<file path="src/rtl/wb_interconnect_nx1_pkg.sv">
// Shared types and sizing helpers for the N-to-1 Wishbone interconnect and its arbiter.
package wb_interconnect_nx1_pkg;

   typedef enum logic {
      ST_IDLE = 1'b0,
      ST_BUSY = 1'b1
   } state_e;

   // Index width for an N-entry grant register (at least one bit).
   function automatic int unsigned idx_width(input int unsigned n);
      return (n < 2) ? 1 : $clog2(n);
   endfunction

   // Timeout counter width; a disabled timeout still gets a one-bit counter.
   function automatic int unsigned cnt_width(input int unsigned t);
      return (t == 0) ? 1 : $clog2(t + 1);
   endfunction

endpackage

</file>
<file path="src/rtl/wb_interconnect_nx1_rr_arbiter.sv">
// Combinational round-robin select: first requester above last_grant, wrapping.
module wb_rr_arbiter
   import wb_interconnect_nx1_pkg::*;
#(
   parameter int unsigned N = 2,
   localparam int unsigned IW = idx_width(N)
) (
   input  logic [N-1:0]  req,
   input  logic [IW-1:0] last_grant,
   output logic [IW-1:0] winner,
   output logic          valid
);

   int unsigned idx;

   always_comb begin
      winner = '0;
      valid  = 1'b0;
      idx    = 0;
      for (int unsigned k = 1; k <= N; k++) begin
         idx = 32'(last_grant) + k;
         if (idx >= N) idx = idx - N;
         if (!valid && req[IW'(idx)]) begin
            valid  = 1'b1;
            winner = IW'(idx);
         end
      end
   end

endmodule

</file>
<file path="src/rtl/wb_interconnect_nx1.sv">
// N-initiator to single-target Wishbone interconnect with round-robin grant held for
// the whole bus cycle and a per-strobe timeout that errors back to the owner.
module wb_interconnect_nx1
   import wb_interconnect_nx1_pkg::*;
#(
   parameter int unsigned ADR_WIDTH      = 32,
   parameter int unsigned DAT_WIDTH      = 32,
   parameter int unsigned N_INITIATORS   = 2,
   parameter int unsigned TIMEOUT_CYCLES = 256
) (
   input  logic                                clock,
   input  logic                                reset,
   input  logic [N_INITIATORS*ADR_WIDTH-1:0]   t_adr,
   input  logic [N_INITIATORS*DAT_WIDTH-1:0]   t_dat_w,
   output logic [N_INITIATORS*DAT_WIDTH-1:0]   t_dat_r,
   input  logic [N_INITIATORS-1:0]             t_cyc,
   output logic [N_INITIATORS-1:0]             t_err,
   input  logic [N_INITIATORS*(DAT_WIDTH/8)-1:0] t_sel,
   input  logic [N_INITIATORS-1:0]             t_stb,
   output logic [N_INITIATORS-1:0]             t_ack,
   input  logic [N_INITIATORS-1:0]             t_we,
   output logic [ADR_WIDTH-1:0]                i_adr,
   output logic [DAT_WIDTH-1:0]                i_dat_w,
   output logic [DAT_WIDTH/8-1:0]              i_sel,
   output logic                                i_we,
   output logic                                i_cyc,
   output logic                                i_stb,
   input  logic [DAT_WIDTH-1:0]                i_dat_r,
   input  logic                                i_ack,
   input  logic                                i_err
);

   localparam int unsigned SW = DAT_WIDTH / 8;
   localparam int unsigned IW = idx_width(N_INITIATORS);
   localparam int unsigned CW = cnt_width(TIMEOUT_CYCLES);

   state_e          state_q, state_d;
   logic [IW-1:0]   grant_q, grant_d;
   logic [IW-1:0]   last_grant_q, last_grant_d;
   logic [CW-1:0]   cnt_q, cnt_d;
   logic [IW-1:0]   arb_winner;
   logic            arb_valid;
   logic            busy;
   logic            timeout_pend;
   int unsigned     gi;

   wb_rr_arbiter #(.N(N_INITIATORS)) u_arb (
      .req        (t_cyc),
      .last_grant (last_grant_q),
      .winner     (arb_winner),
      .valid      (arb_valid)
   );

   assign busy         = (state_q == ST_BUSY);
   assign gi           = 32'(grant_q);
   assign timeout_pend = (TIMEOUT_CYCLES != 0) && (cnt_q == CW'(TIMEOUT_CYCLES));

   always_ff @(posedge clock or posedge reset) begin
      if (reset) begin
         state_q      <= ST_IDLE;
         grant_q      <= '0;
         last_grant_q <= IW'(N_INITIATORS - 1);
         cnt_q        <= '0;
      end else begin
         state_q      <= state_d;
         grant_q      <= grant_d;
         last_grant_q <= last_grant_d;
         cnt_q        <= cnt_d;
      end
   end

   // Next state: arbitrate from IDLE or on release; count unanswered strobe cycles.
   always_comb begin
      state_d      = state_q;
      grant_d      = grant_q;
      last_grant_d = last_grant_q;
      cnt_d        = cnt_q;
      case (state_q)
         ST_IDLE: begin
            cnt_d = '0;
            if (arb_valid) begin
               state_d      = ST_BUSY;
               grant_d      = arb_winner;
               last_grant_d = arb_winner;
            end
         end
         ST_BUSY: begin
            if (!t_cyc[grant_q]) begin
               cnt_d = '0;
               if (arb_valid) begin
                  grant_d      = arb_winner;
                  last_grant_d = arb_winner;
               end else begin
                  state_d = ST_IDLE;
               end
            end else if (i_ack || i_err || timeout_pend) begin
               cnt_d = '0;
            end else if (i_stb && (TIMEOUT_CYCLES != 0)) begin
               cnt_d = cnt_q + CW'(1);
            end
         end
         default: state_d = ST_IDLE;
      endcase
   end

   // Request path muxed from the owner; response path steered back to it only.
   always_comb begin
      i_adr   = t_adr[gi*ADR_WIDTH +: ADR_WIDTH];
      i_dat_w = t_dat_w[gi*DAT_WIDTH +: DAT_WIDTH];
      i_sel   = t_sel[gi*SW +: SW];
      i_we    = t_we[grant_q];
      i_cyc   = busy && t_cyc[grant_q];
      i_stb   = busy && t_stb[grant_q] && !timeout_pend;
      t_ack   = '0;
      t_err   = '0;
      if (busy) begin
         t_ack[grant_q] = i_ack;
         t_err[grant_q] = i_err || (timeout_pend && !i_ack);
      end
   end

   assign t_dat_r = {N_INITIATORS{i_dat_r}};

endmodule

</file>
<file path="config.mk">
export PLATFORM = sky130hd
export DESIGN_NAME = wb_interconnect_nx1
export DESIGN_NICKNAME = d
export VERILOG_FILES = /design/src/rtl/wb_interconnect_nx1_pkg.sv /design/src/rtl/wb_interconnect_nx1_rr_arbiter.sv /design/src/rtl/wb_interconnect_nx1.sv
export SDC_FILE = /design/constraint.sdc
export NUM_CORES = 1
export LEC_CHECK = 0
export CORE_AREA = 10 10 116 118
export DETAILED_ROUTE_END_ITERATION = 12
export DIE_AREA = 0 0 126 128
export HOLD_SLACK_MARGIN = 0.1
export PLACE_DENSITY = 0.68
export SYNTH_ARGS = -nofsm -noshare
export SYNTH_HDL_FRONTEND = slang
export SYNTH_SLANG_ARGS = --single-unit
</file>
<file path="constraint.sdc">
create_clock -name clock -period 4.3 [get_ports clock]
set_input_delay 0.43 -clock clock [delete_from_list [all_inputs] [get_ports clock]]
set_output_delay 0.43 -clock clock [all_outputs]
set_load 0.1 [all_outputs]
</file>
* Yosys cells after proc, flatten, opt, wreduce, memory -nomap -nowiden
Index checks and enable logic that the tools add are counted.
** Cells by class
- Reductions and logical operators :: 12
- Add/sub/neg operators :: 5
- Order comparisons :: 6
- Multiplexer cells :: 33
- Bitwise gates (word level) :: 3
- Shift operators :: 3
- Equal/unequal tests :: 3
** Operators by type and width (count)
- 64-bit by 7-bit indexed part select with 32-bit output :: 2
- 9-bit two-way mux :: 3
- 1-bit two-way mux :: 23
- 9-bit case mux with 2 select lines :: 1
- 9-bit by 1-bit adder with 9-bit output (second input constant) :: 1
- 9-bit == test (second input constant) :: 1
- 8-bit by 4-bit indexed part select with 4-bit output :: 1
- 1-bit logical AND :: 6
- 1-bit by 2-bit < comparator with 1-bit output (second input constant) :: 3
- 1-bit case mux with 2 select lines :: 3
- 2-bit AND :: 2
- 2-bit two-way mux :: 2
- 4-bit by 3-bit inequality test with 1-bit output (second input constant) :: 1
- 1-bit by 2-bit adder with 3-bit output (second input constant) :: 1
- 3-bit by 2-bit >= comparator with 1-bit output (second input constant) :: 1
- 1-bit logical NOT :: 3
- 1-bit logical OR :: 3
- 1-bit by 1-bit adder with 2-bit output (second input constant) :: 1
- 2-bit >= comparator (second input constant) :: 1
- 2-bit inequality test (second input constant) :: 1
- 1-bit subtractor (second input constant) :: 2
- 1-bit demux with 1-bit select :: 1
- 1-bit >= comparator (second input constant) :: 1
- 1-bit inverter :: 1
** Storage, ports and cells
- Output and inout port bits :: 139
- Register bits :: 12
- Logic and storage cells :: 69
- Input bits :: 178

* Longest topological paths before layout
- Word-level depth :: 12
- Depth in mapped cells :: 5

* Cells and area by module
From an unflattened synthesis, not the netlist that was laid out.
** Second synthesis, totals
- Cell total of the unflattened synthesis :: 216
- Area total of the unflattened synthesis :: 1984.4 um2
** By module, submodules not included
- wb_interconnect_nx1 :: times used 1, area an instance 1970.6 um2, cells each 214, seq. area each 301.5 um2
- wb_rr_arbiter :: times used 1, area an instance 13.8 um2, cells each 2, seq. area each 0.0 um2

* Least setup slack after synthesis
No wires, ideal clock.
- Path kind :: register to output
- From :: register cnt_q[0]
- To :: output t_err[0]
- Stages on the path, launching flop included :: 6
- Arrival :: 3.067 ns
- Data required time :: 3.870 ns
- Path slack :: 0.803 ns
- Path through :: dfrtp_1 inv_1 ha_1 nor4b_1 a31oi_1 nor3_1
** Between the ends
- Longest elaborated chain between the ends :: 5
** Ends and longest elaborated chain
- from (decl) :: line wb_interconnect_nx1.sv:40 : logic [CW-1:0] cnt_q, cnt_d;
- from (signal assigned) :: line wb_interconnect_nx1.sv:68 : cnt_q <= cnt_d;
- 9-bit == test :: line wb_interconnect_nx1.sv:56 : assign timeout_pend = (TIMEOUT_CYCLES != 0) && (cnt_q == CW'(TIMEOUT_CYCLES));
- 1-bit logical AND :: line wb_interconnect_nx1.sv:118 : t_err[grant_q] = i_err || (timeout_pend && !i_ack);
- 1-bit logical OR :: line wb_interconnect_nx1.sv:118
- 2-bit AND (no line)
- 2-bit two-way mux :: line wb_interconnect_nx1.sv:116 : if (busy) begin
- to (decl) :: line wb_interconnect_nx1.sv:17 : output logic [N_INITIATORS-1:0] t_err,
No other way between the ends.

* Worst setup path in the final report
Same ends and word-level chain as after synthesis.

==> results.py <==
metrics = {
    "worst_setup_path": {
        "cp-startpoint": "cnt_q[0]",
        "required_ns": 3.87,
        "worstPathArrival_ns": 2.75,
        "worstSetupEndpoint": "t_err[0]",
        "worstReg2RegEnd": "cnt_q[2]",
        "r2r_setup_slack_ns": 1.88,
        "worst_r2r_path_depth": 3,
        "endpoint_kind": "primary output",
        "start_kind": "register",
        "worstPathMaxFanout": 5,
        "setup.worst_path.class": "reg2out",
        "reg2reg_from": "grant_q",
    },
    "clocking": {
        "clk_pin_slew_ns": 0.04,
        "insertion_delay_ns": 0.24,
        "postCtsSetupRepairBufs": 0,
        "cts_htree_levels": 1,
        "cts-hold-fix-buffers": 0,
        "cts_resized": 0,
        "cts_sinks": 12,
        "cts.path.max_buffers": 2,
        "numCtsBuffers": 3,
        "cts_tree": "yes",
        "cts-root-buf": "clkbuf_16",
    },
    "floorplanning": {
        "die_area_um2": 16100,
        "rows": 39,
        "io-pin-count": 317,
        "die_h_um": 128,
        "design.core.area_um2": 11200,
        "start_util_pct": 18.2,
        "die_w_um": 126,
    },
    "placed_design": {
        "hpwl_mm": 10.3,
        "port_buffers": 220,
        "place_ws_ns": 1.38,
        "gp_congestion": 0.784,
        "placed_area_um2": 3800,
    },
    "pwr": {
        "swShare_pct": 58.3,
        "p_leak_nw": 1.50,
        "p_per_area_nw_per_um2": 362,
        "ir_worst_vdd_mv": 0.217,
        "p_switching_mw": 0.822,
        "power.share.sequential_pct": 9.8,
        "intPower_mw": 0.587,
        "power_frac_clock_pct": 13.5,
        "pwr-share-comb_pct": 76.7,
    },
    "cells_and_area": {
        "finalInstanceArea_um2": 3890,
        "areaGrowthSynthToFinish_pct": 90.9,
        "fin_nets": 556,
        "drive_above_1_share_pct": 33.1,
    },
    "run": {
        "cap_violations": 0,
    },
    "routing": {
        "viasPerCell": 4.28,
        "drtPass1Iterations": 4,
        "wl_met2_mm": 6.96,
        "wl_mm": 11.4,
        "met3_length_mm": 1.01,
        "dr.first_iter.drc_count": 35,
        "top_layer_used": "met4",
        "ant_nets": 0,
        "drcViolationCount": 0,
        "met1_length_mm": 3.14,
        "vias": 2223,
        "wire_per_inst_um": 22.0,
    },
    "synthesis": {
        "avgSynthCellArea_um2": 9.14,
        "synth_top_area_share_pct": 38.7,
        "synthFlopType": "dfrtp_1",
        "syn_area_um2": 2040,
        "post-synth-top-count-cell": "mux2_2",
        "yosysTopAreaCell": "mux2_2",
        "synth_top_cells_by_count": "mux2_2 (70), buf_4 (64), dfrtp_1 (11), a21oi_1 (10), buf_2 (7)",
        "synth-seq-cells": 12,
        "synth_edf_count": 0,
        "async_reset_ff_share_pct": 100,
        "synth_seq_area_share_pct": 14.8,
        "synthCells": 223,
        "yosys-top-cells-area": "mux2_2 (39%), buf_4 (24%), dfrtp_1 (14%)",
        "ys_types": 33,
        "yosys_warnings": 0,
        "syn_nets": 403,
    },
    "sta": {
        "slew_headroom_pct": 19.1,
        "fin_worst_skew_ns": 0.000888,
        "tns_ns": 0,
        "fin_crit_sh_pct": 74.0,
        "setup_viol": 0,
        "tightest_slew_ns": 1.18,
        "setup_ws_ns": 1.12,
        "timing.final.max_slew_violations": 0,
        "fmax_ghz": 0.314,
        "min_period_ns": 3.18,
        "rsz0062_at_grt": "no",
        "hold_viol_final": 0,
    },
    "grt": {
        "antenna_found_initial": 1,
        "grt_max_degree": 33,
        "grt_pass1_vias": 2561,
        "grt.overflow.total": 0,
        "track_usage_pct": 12.8,
        "grt_pass1_wl_mm": 16.1,
    },
    "worst_hold_path": {
        "min_path_type": "in2async",
    },
    "outcome": {
        "status": "completed",
    },
}
-- cell type report --
class,count,area (µm²)
fillers,1144,7330
repair buffers,222,2110
multi-input cells,131,1190
flip-flops and latches,12,303
well taps,143,179
clock buffers,4,88.8
inverters,6,22.5
diodes,1,2.50
-- metrics by stage --
step	instances	total power [mW]	hold WS [ns]	utilization (%)
after floorplan	223	1.21	0.294	-
after global placement	514	1.23	0.505	33.8
after detailed placement	514	1.23	0.520	33.8
after CTS	518	1.43	0.527	34.6
after global routing	519	1.46	0.558	34.7
final	519	1.41	0.520	34.7
-- worst max-delay path, stage by stage (launching register included) --
cell and delay, ns:
dfrtp_1 0.42, inv_1 0.08, ha_1 0.14, nor4b_1 0.36, a31oi_1 0.18, nor3_1 0.16
clkdlybuf4s50_1 1.17
-- worst min-delay path by stage --
stage            startpoint           end  depth (start not counted)
3_5_place_dp   last_grant_q  last_grant_q                          2
6_report              reset      cnt_q[0]                          2
5_1_grt        last_grant_q  last_grant_q                          2
3_3_place_gp   last_grant_q  last_grant_q                          2
4_1_cts               reset      cnt_q[2]                          2
2_1_floorplan         reset          busy                          1
-- sequential cells by signal (all words and copies together), names as in the netlist --
signal	cells
grant_q	1
cnt_q	9
last_grant_q	1
busy	1
-- placed cells by master, fill, tap and decap left out, drive strengths merged --
master	instances
diode	1
o22ai	1
nand2	5
and3	1
inv	6
a21boi	1
clkbuf	4
nand4b	1
o21ai	6
nand3	2
buf	46
ha	2
or2	1
or3	4
nor4b	3
mux2i	2
o31ai	3
nor2	2
or4b	2
clkdlybuf4s50	176
nand4	3
nor3	2
a31oi	1
nand3b	1
dfstp	1
a21oi	10
and2	2
o2111ai	2
dfrtp	11
a211oi	1
mux2	70
or4	3
-- per-layer routing --
metal / GRT usage (%) / vias up
li1: - / 1040
met1: 9.99 / 1022
met2: 27.3 / 128
met3: 4.92 / 33
met4: 4.49 / 0
met5: 0 / -
-- power by group through the flow --
stage	combinational (mW)	clock, mW	sequential (mW)
2_1_floorplan	1.08	0	0.124
3_3_place_gp	1.09	0	0.140
3_5_place_dp	1.09	0	0.141
4_1_cts	1.09	0.194	0.139
5_1_grt	1.11	0.202	0.141
6_report	1.08	0.191	0.138
-- logic make-up after synthesis --
group	share of synthesized area [%]
muxes	39.7
AOI/OAI and AO/OA	7.55
buffers and inverters	26.9
adders and majority gates	1.23
DFF	14.8
and+or+nand+nor	9.82
Note: power is estimated with default switching activity, not from simulation.
